[src/rtl/serial_hex_loader_pkg.sv]
// Shared types, ASCII constants and the hex digit helper for the serial hex loader.
package serial_hex_loader_pkg;

  // Loader FSM states.
  typedef enum logic [2:0] {
    StLine = 3'd0,
    StData = 3'd1,
    StAddr = 3'd2,
    StSkip = 3'd3,
    StTx   = 3'd4,
    StDone = 3'd5
  } state_e;

  // Classification of one received byte.
  typedef enum logic [2:0] {
    ClsHex     = 3'd0,
    ClsLf      = 3'd1,
    ClsCr      = 3'd2,
    ClsAt      = 3'd3,
    ClsStart   = 3'd4,
    ClsIllegal = 3'd5
  } char_cls_e;

  localparam logic [7:0] CH_LF      = 8'h0A;
  localparam logic [7:0] CH_CR      = 8'h0D;
  localparam logic [7:0] CH_AT      = 8'h40;
  localparam logic [7:0] CH_S       = 8'h53;
  localparam logic [7:0] CH_S_LOWER = 8'h73;

  // Hex digits per data word and maximum digits in an address line.
  localparam logic [3:0] DIGITS_PER_WORD = 4'd8;

  // Returns {valid, nibble}; letters share the low-nibble trick: 'a'/'A' low nibble 1 -> 1+9=10.
  function automatic logic [4:0] hex_nibble(input logic [7:0] ch);
    logic [4:0] res;
    res = 5'b0;
    if (ch >= 8'h30 && ch <= 8'h39) begin
      res = {1'b1, ch[3:0]};
    end else if ((ch >= 8'h41 && ch <= 8'h46) || (ch >= 8'h61 && ch <= 8'h66)) begin
      res = {1'b1, ch[3:0] + 4'd9};
    end
    return res;
  endfunction

endpackage

[src/rtl/hex_char_decode.sv]
// Combinational classifier: maps one received byte to its character class and hex value.
module hex_char_decode
  import serial_hex_loader_pkg::*;
(
  input  logic [7:0] ch_i,
  output char_cls_e  cls_o,
  output logic [3:0] nibble_o
);

  logic [4:0] hex_res;

  // Classify the byte; hex takes priority since no hex digit overlaps the control characters.
  always_comb begin
    hex_res  = hex_nibble(ch_i);
    nibble_o = hex_res[3:0];
    cls_o    = ClsIllegal;
    if (hex_res[4]) begin
      cls_o = ClsHex;
    end else if (ch_i == CH_LF) begin
      cls_o = ClsLf;
    end else if (ch_i == CH_CR) begin
      cls_o = ClsCr;
    end else if (ch_i == CH_AT) begin
      cls_o = ClsAt;
    end else if (ch_i == CH_S || ch_i == CH_S_LOWER) begin
      cls_o = ClsStart;
    end
  end

endmodule

[src/rtl/serial_hex_loader.sv]
// Program loader: parses ASCII hex lines from the UART, writes words into program memory and
// keeps the CPU in reset until a start command is acknowledged.
module serial_hex_loader
  import serial_hex_loader_pkg::*;
#(
  parameter int unsigned       MEM_AW     = 12,
  parameter logic [MEM_AW-1:0] START_ADDR = '0,
  parameter logic [7:0]        ACK_CHAR   = 8'h4B,
  parameter logic [7:0]        ERR_CHAR   = 8'h21
) (
  input  logic              clk,
  input  logic              reset_p,
  input  logic [7:0]        rx_data,
  input  logic              rx_valid,
  output logic              rx_ready,
  output logic [7:0]        tx_data,
  output logic              tx_valid,
  input  logic              tx_ready,
  output logic              mem_we,
  output logic [MEM_AW-1:0] mem_addr,
  output logic [31:0]       mem_wdata,
  output logic              cpu_reset_p,
  output logic              load_active,
  output logic [15:0]       word_cnt,
  output logic [7:0]        err_cnt
);

  state_e            state_q, state_d;
  logic [31:0]       acc_q, acc_d;
  logic [3:0]        cnt_q, cnt_d;
  logic [MEM_AW-1:0] addr_q, addr_d;
  logic              done_q, done_d;
  logic              mem_we_q, mem_we_d;
  logic [MEM_AW-1:0] mem_addr_q, mem_addr_d;
  logic [31:0]       mem_wdata_q, mem_wdata_d;
  logic [7:0]        tx_data_q, tx_data_d;
  logic              rx_ready_q, rx_ready_d;
  logic [15:0]       word_cnt_q, word_cnt_d;
  logic [7:0]        err_cnt_q, err_cnt_d;

  char_cls_e         cls;
  logic [3:0]        nibble;
  logic              rx_fire;
  logic              take_err;

  hex_char_decode u_decode (
    .ch_i     (rx_data),
    .cls_o    (cls),
    .nibble_o (nibble)
  );

  // rx_ready is registered, so a byte is only ever offered to a state that can take it.
  assign rx_fire = rx_valid & rx_ready_q;

  // Next-state logic for the line parser, write strobe, transmit byte and counters.
  always_comb begin
    state_d     = state_q;
    acc_d       = acc_q;
    cnt_d       = cnt_q;
    addr_d      = addr_q;
    done_d      = done_q;
    mem_we_d    = 1'b0;
    mem_addr_d  = mem_addr_q;
    mem_wdata_d = mem_wdata_q;
    tx_data_d   = tx_data_q;
    word_cnt_d  = word_cnt_q;
    err_cnt_d   = err_cnt_q;
    take_err    = 1'b0;

    unique case (state_q)
      StLine: begin
        if (rx_fire) begin
          case (cls)
            ClsHex: begin
              acc_d   = {28'h0, nibble};
              cnt_d   = 4'd1;
              state_d = StData;
            end
            ClsAt: begin
              acc_d   = 32'h0;
              cnt_d   = 4'd0;
              state_d = StAddr;
            end
            ClsLf, ClsCr: ;
            ClsStart: begin
              tx_data_d = ACK_CHAR;
              done_d    = 1'b1;
              state_d   = StTx;
            end
            default: state_d = StSkip;
          endcase
        end
      end

      StData: begin
        if (rx_fire) begin
          case (cls)
            ClsHex: begin
              if (cnt_q == DIGITS_PER_WORD) begin
                state_d = StSkip;
              end else begin
                acc_d = {acc_q[27:0], nibble};
                cnt_d = cnt_q + 4'd1;
              end
            end
            ClsLf: begin
              if (cnt_q == DIGITS_PER_WORD) begin
                mem_we_d    = 1'b1;
                mem_addr_d  = addr_q;
                mem_wdata_d = acc_q;
                addr_d      = addr_q + MEM_AW'(1);
                word_cnt_d  = word_cnt_q + 16'd1;
                state_d     = StLine;
              end else begin
                take_err = 1'b1;
              end
            end
            ClsCr: ;
            default: state_d = StSkip;
          endcase
        end
      end

      StAddr: begin
        if (rx_fire) begin
          case (cls)
            ClsHex: begin
              if (cnt_q == DIGITS_PER_WORD) begin
                state_d = StSkip;
              end else begin
                acc_d = {acc_q[27:0], nibble};
                cnt_d = cnt_q + 4'd1;
              end
            end
            ClsLf: begin
              if (cnt_q != 4'd0) begin
                // Address bits above the memory width are silently dropped.
                addr_d  = acc_q[MEM_AW-1:0];
                state_d = StLine;
              end else begin
                take_err = 1'b1;
              end
            end
            ClsCr: ;
            default: state_d = StSkip;
          endcase
        end
      end

      StSkip: begin
        if (rx_fire && cls == ClsLf) begin
          take_err = 1'b1;
        end
      end

      StTx: begin
        if (tx_ready) begin
          state_d = done_q ? StDone : StLine;
        end
      end

      StDone: ;

      default: state_d = StLine;
    endcase

    // Every rejected line ends here: report it and count it.
    if (take_err) begin
      tx_data_d = ERR_CHAR;
      err_cnt_d = (err_cnt_q == 8'hFF) ? err_cnt_q : err_cnt_q + 8'd1;
      state_d   = StTx;
    end

    rx_ready_d = (state_d == StLine) || (state_d == StData) ||
                 (state_d == StAddr) || (state_d == StSkip);
  end

  // FSM state and line parsing registers.
  always_ff @(posedge clk) begin
    if (reset_p) begin
      state_q    <= StLine;
      acc_q      <= 32'h0;
      cnt_q      <= 4'd0;
      addr_q     <= START_ADDR;
      done_q     <= 1'b0;
      rx_ready_q <= 1'b0;
    end else begin
      state_q    <= state_d;
      acc_q      <= acc_d;
      cnt_q      <= cnt_d;
      addr_q     <= addr_d;
      done_q     <= done_d;
      rx_ready_q <= rx_ready_d;
    end
  end

  // Registered memory write port; the strobe lasts exactly one cycle.
  always_ff @(posedge clk) begin
    if (reset_p) begin
      mem_we_q    <= 1'b0;
      mem_addr_q  <= START_ADDR;
      mem_wdata_q <= 32'h0;
    end else begin
      mem_we_q    <= mem_we_d;
      mem_addr_q  <= mem_addr_d;
      mem_wdata_q <= mem_wdata_d;
    end
  end

  // Transmit byte and status counters.
  always_ff @(posedge clk) begin
    if (reset_p) begin
      tx_data_q  <= 8'h0;
      word_cnt_q <= 16'h0;
      err_cnt_q  <= 8'h0;
    end else begin
      tx_data_q  <= tx_data_d;
      word_cnt_q <= word_cnt_d;
      err_cnt_q  <= err_cnt_d;
    end
  end

  assign rx_ready    = rx_ready_q;
  assign tx_valid    = (state_q == StTx);
  assign tx_data     = tx_data_q;
  assign mem_we      = mem_we_q;
  assign mem_addr    = mem_addr_q;
  assign mem_wdata   = mem_wdata_q;
  assign cpu_reset_p = (state_q != StDone);
  assign load_active = (state_q != StDone);
  assign word_cnt    = word_cnt_q;
  assign err_cnt     = err_cnt_q;

endmodule

[config.mk]
export PLATFORM = sky130hd
export DESIGN_NAME = serial_hex_loader
export DESIGN_NICKNAME = d
export VERILOG_FILES = /design/src/rtl/serial_hex_loader_pkg.sv /design/src/rtl/hex_char_decode.sv /design/src/rtl/serial_hex_loader.sv
export SDC_FILE = /design/constraint.sdc
export NUM_CORES = 1
export LEC_CHECK = 0
export BUFFER_PORTS_ARGS = -buffer_cell sky130_fd_sc_hd__buf_4
export CORE_ASPECT_RATIO = 1.75
export CORE_MARGIN = 3
export CORE_UTILIZATION = 56
export DETAILED_ROUTE_END_ITERATION = 6
export HOLD_SLACK_MARGIN = 0.02
export PLACE_DENSITY_LB_ADDON = 0.12
export SYNTH_ARGS = -nofsm -noshare
export SYNTH_HDL_FRONTEND = slang
export SYNTH_SLANG_ARGS = --single-unit
[constraint.sdc]
create_clock -name clk -period 3.15 [get_ports clk]
set_input_delay 0.1575 -clock clk [delete_from_list [all_inputs] [get_ports clk]]
set_output_delay 0.1575 -clock clk [all_outputs]
set_load 0.01 [all_outputs]
== Yosys cells after proc, flatten, opt, wreduce, memory -nomap -nowiden ==
Index checks and enable logic that the tools add are counted.

* Add/sub/neg operators: 5
* $lt $le $gt $ge: 6
* Equal/unequal tests: 31
* Mux-type cells: 52
* Bitwise gates (word level): 5
* Reduce and logical (&&, ||, !) cells: 29

{| class="wikitable"
|+ Operators with widths
! kind !! number
|-
| 2-to-1 mux 32 bit || 4
|-
| case mux 32 bit (2 select lines) || 2
|-
| 2-to-1 mux 12 bit || 6
|-
| 2-to-1 mux 3 bit || 13
|-
| == test 8 x 7 -> 1 bit (second input constant) || 3
|-
| 2-to-1 mux 6 bit || 4
|-
| case mux 12 bit (2 select lines) || 1
|-
| == test 3 x 2 -> 1 bit (second input constant) || 6
|-
| case mux 3 bit (3 select lines) || 2
|-
| adder 16 x 1 -> 16 bit (second input constant) || 1
|-
| == test 8 x 4 -> 1 bit (second input constant) || 2
|-
| >= comparator 8 x 7 -> 1 bit (second input constant) || 2
|-
| less-or-equal comparator 8 x 7 -> 1 bit (second input constant) || 2
|-
| 2-to-1 mux 4 bit || 4
|-
| inequality test 2 bit (second input constant) || 8
|-
| case mux 4 bit (2 select lines) || 2
|-
| case mux 3 bit (5 select lines) || 1
|-
| adder 12 x 1 -> 12 bit (second input constant) || 1
|-
| case mux 3 bit (4 select lines) || 1
|-
| 2-to-1 mux 5 bit || 2
|-
| nonzero test 2 bit || 5
|-
| == test 3 x 1 -> 1 bit (second input constant) || 3
|-
| == test 3 bit (second input constant) || 3
|-
| logical NOT 3 bit || 3
|-
| 24 further kinds || 47
|}

* Bits in registers: 125
* Output and inout bits: 81

== Logic depth before layout (Yosys ltp) ==
Gate-level depths: netlist (run 1).

* Word-level depth: 17
* Mapped depth: 9
* Gate-level depth less buffers: 7

== Modules after synthesis ==
A second synthesis (run 1) with hierarchy kept.

* Cells, all modules: 644
* Area, all modules: 5,485.3 µm²

{| class="wikitable"
|+ By module, submodules not included
! module !! times used !! cells each !! area an instance (µm²) !! sequential area each (µm²)
|-
| serial_hex_loader || 1 || 611 || 5,198.7 || 2,502.4
|-
| hex_char_decode || 1 || 33 || 286.5 || 0.0
|}

== Least setup slack after synthesis (run 1) ==
No wires, ideal clock.

* Path kind: reg2reg
* From: register cnt_q[0]
* To: register acc_q[0]
* Arrival time: 2,179 ps
* Setup slack: 834 ps
* Stages on the path, launching flop included: 9
* Cell sequence: dfxtp_1 inv_1 ha_1 and4b_1 a2111oi_0 o31a_1 buf_2 buf_1 a211oi_1

* Longest elaborated chain between the ends: 3

{| class="wikitable"
|+ RTL lines
! item !! line !! text
|-
| start: declaration || serial_hex_loader.sv:30 || <nowiki>logic [3:0] cnt_q, cnt_d;</nowiki>
|-
| start signal: assignment || serial_hex_loader.sv:190 || <nowiki>cnt_q <= cnt_d;</nowiki>
|-
| == test 4 bit || serial_hex_loader.sv:99, serial_hex_loader.sv:128 ||
|-
| inequality test 2 bit (no source line) || n/a ||
|-
| AND reduction 6 bit (no source line) || n/a ||
|-
| end signal: assignment || serial_hex_loader.sv:182 || <nowiki>acc_q <= 32'h0;</nowiki>
|-
| end signal: assignment || serial_hex_loader.sv:189 || <nowiki>acc_q <= acc_d;</nowiki>
|-
| end: declaration || serial_hex_loader.sv:29 || <nowiki>logic [31:0] acc_q, acc_d;</nowiki>
|}

Every way passes these cells.
A chain may end at the register's enable or synchronous reset.

== Worst setup path after layout (run 1) ==
* From: register state_q[2]
* To: register acc_q[1]

* Longest elaborated chain between the ends: 4
* Elaborated cells between the ends (all ways): 12
* Classes of those cells: eq/ne (7); mux (1); reduce/logical (4)

{| class="wikitable"
|+ RTL lines
! item !! line !! text
|-
| start: declaration || serial_hex_loader.sv:28 || <nowiki>state_e state_q, state_d;</nowiki>
|-
| start signal: assignment || serial_hex_loader.sv:181 || <nowiki>state_q <= StLine;</nowiki>
|-
| start signal: assignment || serial_hex_loader.sv:188 || <nowiki>state_q <= state_d;</nowiki>
|-
| == test 3 x 2 -> 1 bit / == test 3 x 1 -> 1 bit (equally long branches) || serial_hex_loader.sv:70 || <nowiki>unique case (state_q)</nowiki>
|-
| OR reduction 2 bit (no source line) || n/a ||
|-
| inequality test 2 x 1 -> 1 bit (no source line), or another cell as far along || n/a ||
|-
| AND reduction 6 bit (no source line) || n/a ||
|}

Several ways; a longest one is shown, not always the timed one.

==> key figures, run 1 <==
Floorplan
  – IO Count: 93
  – Initial Util: 0.583
  – Core ar.: 0.00964 mm²
  – # rows: 47
  – Die Footprint: 0.0113 mm²
  – Chip Height: 139 µm
  – Die X: 81.7 µm

Cells and area
  – Fin nets: 798
  – Area delta synth->final: 23.6%
  – Share of cells above drive strength 1: 0.190
  – Fin util: 0.721
  – Non-Filler Instances: 910
  – Ant diodes: 0
  – Fill cells: 785

Min path
  – Hold Path Class: in2reg

Detailed routing
  – WL/cell: 16.0 µm
  – Drc violations: 0
  – Vias: 5323
  – Initial DRT Pass Iterations: 5
  – Post-DRT Antenna Nets: 0
  – Via/cell ratio: 5.85
  – DR iter-0 viols: 236
  – Total wire length: 14500 µm

Timing
  – Final worst-path cycle share: 0.850
  – Final setup TNS: 0 ps
  – Final setup fails: 0
  – RSZ-0062 raised after global routing: no
  – Final Slew Violations: 0
  – Clock skew: 9.53 ps
  – Max Clk Rate: 373 MHz
  – Slew @ Worst Pin: 818 ps
  – Final min period: 2680 ps
  – Hold Vio Cnt, Final: 0
  – Worst hold slack: 126 ps
  – Slew Limit Headroom: 0.440

Clock network
  – Cts repair resizes: 0
  – Hold_buf cts: 0
  – Num CTS Buffers: 17
  – Bufs on Longest Clock Path: 2
  – CTS sink cnt: 125
  – Clock transition at path regs: 50 ps
  – H-tree depth: 4
  – CTS Root Cell: clkbuf_16
  – Post-CTS Setup Bufs: 0
  – Clock Latency Late Sink: 410 ps
  – CTS tree: built

GRT
  – Largest net degree at the start of global routing: 52
  – First-pass GRT wire length: 24200 µm
  – Gr usage total: 0.267
  – Vias in the first global route: 5161
  – Initial antenna violation count: 0
  – Remaining Overflow, GRT: 0

Synthesis
  – Syn Inst Count: 706
  – Top_reg_cell synth: dfxtp_1
  – Post-synth EDFFs: 0
  – Syn avg cell area: 7.96 µm²
  – Count of cell types in the netlist: 65
  – YS warnings: 0
  – Post-synthesis sequential area ratio: 0.445
  – Post-synth ARST share: 0
  – Synth Register Bits: 125
  – Mapped Area: 0.00562 mm²

Worst setup path
  – Delay-heaviest family, CP: compound AO/OA/AOI/OAI gates
  – CP max FO: 29
  – Critical path arrival: 3000 ps
  – Slowest stage delay, CP: 800 ps
  – Critical path class: reg2reg
  – Crit start category: register
  – Endpoint required time on the critical path: 3470 ps
  – Bufs and invs on worst path: 1
  – Critical path's slowest cell: a2111oi_0
  – Worst setup EP type: register
  – CP cell instances: nand3b_1, a2111oi_0, o31a_2, buf_4, nor2_1, a211oi_1

Place
  – Input/output buffers: 89
  – Inst Count DP: 880
  – Hpwl dp: 10100 µm
  – GPL Wtd Cong: 0.880

Status
  – Status: completed

Power and ir drop
  – Cell Pwr Density: 554 mW/mm²
  – Leak pwr: 2.52 nW
  – VDD IR-drop max: 0.476 mV

Job
  – Max-cap viol count: 0
[metrics by stage]
step | setup slack, ps | cell area [µm²] | total power (W)
after floorplan | 834 | 5630 | 0.00174
after global placement | 617 | 6320 | 0.00177
after detailed placement | 510 | 6320 | 0.00178
after CTS | 474 | 6950 | 0.00387
after global routing | 210 | 6950 | 0.00398
final | 472 | 6950 | 0.00385
[report_power, final]
group          switching [W]  internal [W]  leakage (nW)  total [W]
sequential         0.0000148       0.00159          1.01    0.00160
clock               0.000691       0.00141         0.311    0.00210
combinational       0.000101     0.0000466          1.20   0.000147
total               0.000807       0.00304          2.52    0.00385
[cells by family after synthesis]
| kind of cell | Yosys count | share of synthesized area |
|---|---|---|
| muxes | 2 | 0.00356 |
| and+or+nand+nor | 318 | 0.276 |
| AOI/OAI and AO/OA | 180 | 0.192 |
| xor gates and xnor gates | 8 | 0.0125 |
| adders and majority gates | 9 | 0.0200 |
| buffers and inverters | 63 | 0.0494 |
| DFF | 125 | 0.445 |
| other | 1 | 0.000667 |
[per-layer routing]
layer	global-route usage	routed length, µm	vias up
met1	0.292	5580	2495
li1	-	-	2626
met3	0.0631	623	47
met5	0	0	-
met4	0.143	552	0
met2	0.459	7790	155
[Yosys cell counts, drive strengths merged, types with 4 or more instances]
| master | instances | area (µm²) |
|---|---|---|
| nor2b | 4 | 25.0 |
| dfxtp | 125 | 2500 |
| o31ai | 9 | 67.6 |
| nor2 | 42 | 160 |
| inv | 13 | 48.8 |
| o41ai | 4 | 35.0 |
| or4 | 7 | 52.6 |
| buf | 19 | 113 |
| nand4 | 7 | 43.8 |
| nand2 | 143 | 537 |
| nand2b | 6 | 37.5 |
| a211oi | 6 | 50.1 |
| o21ai | 45 | 225 |
| or3 | 9 | 56.3 |
| clkbuf | 30 | 113 |
| a21oi | 81 | 405 |
| xnor2 | 5 | 43.8 |
| ha | 9 | 113 |
| nor4 | 8 | 83.8 |
| nor3 | 13 | 65.1 |
| nand3 | 52 | 260 |
[placed cells by master, fill, tap and decap left out, drive strengths merged, types with 13 or more instances in the layout]
cell / count
a21oi: 81
buf: 99
clkbuf: 18
dfxtp: 125
inv: 13
nand2: 143
nand3: 52
nor2: 42
nor3: 13
o21ai: 45
[final timing paths]
kind / from / to / slack (ps) / depth (start not counted)
max reg2reg: state_q[2] / acc_q[1] / 470 / 6
max: state_q[2] / acc_q[1] / 470 / 6
min reg2reg: mem_wdata[11] / mem_wdata[11] / 450 / 2
min: rx_data[3] / acc_q[3] / 130 / 3
[final cells by class]
cell class | instances | area, µm² | share of cell area
Multi-Input combinational cell | 520 | 2870 | 0.412
Sequential cell | 125 | 2500 | 0.360
Clock buffer | 18 | 439 | 0.0632
Clock inverter | 12 | 195 | 0.0281
Tap cell | 122 | 153 | 0.0220
Inverter | 14 | 52.6 | 0.00756
Timing Repair Buffer | 99 | 743 | 0.107
[registers in the layout (all words and copies together) (netlist names)]
register   count
err_cnt        8
mem_addr      12
cnt_q          4
mem_wdata     32
tx_data        3
rx_ready       1
done_q         1
acc_q         32
word_cnt      16
addr_q        12
state_q        3
mem_we         1
[worst reg2reg max path, delay by kind of cell, from the launching register on]
kind,cells,cell delay (ps)
AO/OA/AOI/OAI,3,1400
buffers and inverters,1,290
flip-flops,1,430
AND/OR/NAND/NOR,2,460
(Power assumes the default switching activity.)
==> run 2, diff against run 1 <==
--- a/config.mk
+++ b/config.mk
@@ -5,11 +5,11 @@
 export SDC_FILE = /design/constraint.sdc
 export NUM_CORES = 1
 export LEC_CHECK = 0
-export BUFFER_PORTS_ARGS = -buffer_cell sky130_fd_sc_hd__buf_4
 export CORE_ASPECT_RATIO = 1.75
 export CORE_MARGIN = 3
-export CORE_UTILIZATION = 56
+export CORE_UTILIZATION = 59
 export DETAILED_ROUTE_END_ITERATION = 6
+export DONT_BUFFER_PORTS = 1
 export HOLD_SLACK_MARGIN = 0.02
 export PLACE_DENSITY_LB_ADDON = 0.12
 export SYNTH_ARGS = -nofsm -noshare
==> run 2 against run 1 <==
Effect of this change:
- critical path depth stayed put
- core utilization is 3.7 points lower
- sequential cell count stayed put
- sequential share of layout area is 4.0 points higher
- critical endpoint is now acc_q[22]
==> key figures, run 2 (synthesis gave the netlist of run 1 again) <==
Cells and area
  – Share of cells above drive strength 1: 0.0878 (-0.103)
  – Fill cells: 769 (-2.0%)
  – Ant diodes: 0 (unchanged)
  – Finished Cell Area: 0.00625 mm² (-10%)
  – Fin nets: 715 (-10%)
  – Fin util: 0.683 (-0.0373)
  – Most frequent cells in the layout: nand2_1 (143), dfxtp_1 (125), a21oi_1 (81)
  – Area delta synth->final: 11.2%
  – Most common cell after layout, fill and taps aside: nand2_1

GRT
  – Largest net degree at the start of global routing: 96 (+85%)
  – Initial antenna violation count: 0 (unchanged)
  – First-pass GRT wire length: 23100 µm (-4.5%)
  – Remaining Overflow, GRT: 0 (unchanged)
  – Gr usage total: 0.272 (+0.00491)
  – Vias in the first global route: 4823 (-6.5%)

Floorplan
  – Die X: 79.8 µm (-2.4%)
  – Core ar.: 0.00915 mm² (-5.1%)
  – # rows: 46 (-2.1%)
  – Die Footprint: 0.0108 mm² (-4.8%)
  – Chip Height: 135 µm (-2.5%)
  – Initial Util: 0.614 (+0.0314)
  – IO Count: 93 (unchanged)

Detailed routing
  – Total wire length: 14100 µm (-3.0%)
  – Top layer in use: met4
  – DR iter-0 viols: 266 (+13%)
  – Initial DRT Pass Iterations: 5 (unchanged)
  – WL/cell: 17.1 µm (+6.9%)
  – Via/cell ratio: 6.12 (+4.6%)
  – Drc violations: 0 (unchanged)
  – Post-DRT Antenna Nets: 0 (unchanged)
  – Routed wl met2: 7560 µm (-3.0%)
  – Met3 Wirelength: 705 µm (+13%)
  – Vias: 5054 (-5.1%)
  – M1 wire length: 5320 µm (-4.7%)

Timing
  – Slew Limit Headroom: 0.475 (+0.0346)
  – Clock skew: 6.59 ps (-2.93 ps)
  – Final worst-path cycle share: 0.848 (-0.00219)
  – Max Clk Rate: 374 MHz (+0.26%)
  – Final setup TNS: 0 ps (unchanged)
  – Hold Vio Cnt, Final: 0 (unchanged)
  – RSZ-0062 raised after global routing: no
  – Final Slew Violations: 0 (unchanged)
  – Final setup fails: 0 (unchanged)
  – Slew @ Worst Pin: 768 ps (-50.6 ps)
  – Final min period: 2670 ps (-6.90 ps)
  – Worst hold slack: 79.6 ps (-46.4 ps)

Place
  – Input/output buffers: 0 (-100%)
  – Placed inst area: 0.00565 mm² (-10%)
  – GPL Wtd Cong: 0.894 (+1.5%)
  – Hpwl dp: 9460 µm (-5.9%)

Worst setup path
  – Critical path's slowest cell: a2111oi_0
  – Crit start category: register
  – Reg2Reg Depth: 6 (unchanged)
  – Worst setup path start: state_q[2]
  – Endpoint required time on the critical path: 3480 ps (about the same)
  – Worst setup EP type: register
  – Critical path arrival: 3000 ps (about the same)
  – Bufs and invs on worst path: 1 (unchanged)
  – CP max FO: 26 (-10%)
  – Critical path class: reg2reg
  – CP cell instances: nand3b_1, a2111oi_0, o31a_2, buf_4, nand3_1, o21ai_0
  – Reg2Reg Setup Slack: 480 ps (about the same)
  – Worst r2r src: state_q[2]
  – R2r endpoint: acc_q[22]
  – Slowest stage delay, CP: 780 ps (-20 ps)
  – Delay-heaviest family, CP: compound AO/OA/AOI/OAI gates

Job
  – Max-cap viol count: 0 (unchanged)

Power and ir drop
  – Cell Pwr Density: 561 mW/mm² (+1.3%)
  – VDD IR-drop max: 0.421 mV (-11%)
  – Leak pwr: 2.02 nW (-20%)

Min path
  – Hold path startpoint: rx_data[1]
  – Hold Crit Endpoint: acc_q[1]
  – Hold Path Class: in2reg
  – Min-Delay Path Depth: 2 (-1)

Clock network
  – Clock Latency Late Sink: 410 ps (about the same)
  – CTS tree: built
  – Bufs on Longest Clock Path: 2 (unchanged)
  – Clock transition at path regs: 60 ps (about the same)
  – Post-CTS Setup Bufs: 0 (unchanged)
  – CTS Root Cell: clkbuf_16
  – H-tree depth: 4 (unchanged)
  – CTS sink cnt: 125 (unchanged)
  – Num CTS Buffers: 17 (unchanged)

Status
  – Status: completed
run 2: changes by cell type in the layout (fill, tap and decap cells not counted):
cell           previous run  this run
dlygate4sd3_1             0         4
clkbuf_8                  1         0
clkinv_2                  4         6
clkbuf_1                  0         2
buf_16                    0         1
clkinvlp_4                1         3
buf_4                    99        11
bufinv_16                 5         1
run 2: layout make-up:
cell class                 count  area [µm²]  area share
clock buffer                  19         433      0.0692
clock inverter                12         100      0.0160
timing repair buffer          16         150      0.0240
tap                          120         150      0.0240
sequential                   125        2500       0.400
multi-input combinational    520        2870       0.458
inverter                      14        52.6     0.00840
run 2: per-layer routing:
layer  vias to the layer above  global-route usage
met5                         -                   0
met4                         0               0.148
met3                        41              0.0579
met2                       153               0.479
met1                      2388               0.298
li1                       2472                   -
run 2: worst max-delay path by stage:
| stage | slack [ps] | cells past startpoint | to |
|---|---|---|---|
| after CTS | 480 | 6 | acc_q[22] |
| after global routing | 270 | 6 | acc_q[14] |
| after floorplan | 830 | 8 | acc_q[0] |
| after global placement | 610 | 5 | acc_q[23] |
| after detailed placement | 510 | 6 | acc_q[22] |
| final | 480 | 6 | acc_q[22] |
run 2: what timing repair did:
action / in CTS / in global routing
endpoints found under the hold margin: 97 / 0
resized for setup: 0 / 0
hold buffers: 5 / 0
run 2: power breakdown:
part / internal, W / switching (W) / total, W
sequential: 0.00159 / 0.00000955 / 0.00160
combinational: 0.0000448 / 0.0000981 / 0.000143
clock: 0.00107 / 0.000701 / 0.00177
total: 0.00270 / 0.000808 / 0.00351
run 2: per-stage QoR:
| stage | instances | worst slack, ps | power [W] |
|---|---|---|---|
| 3_5_place_dp | 790 | 510 | 0.00174 |
| 2_1_floorplan | 708 | 834 | 0.00174 |
| 3_3_place_gp | 790 | 608 | 0.00174 |
| 6_report | 826 | 479 | 0.00351 |
| 4_1_cts | 826 | 480 | 0.00353 |
| 5_1_grt | 826 | 274 | 0.00362 |
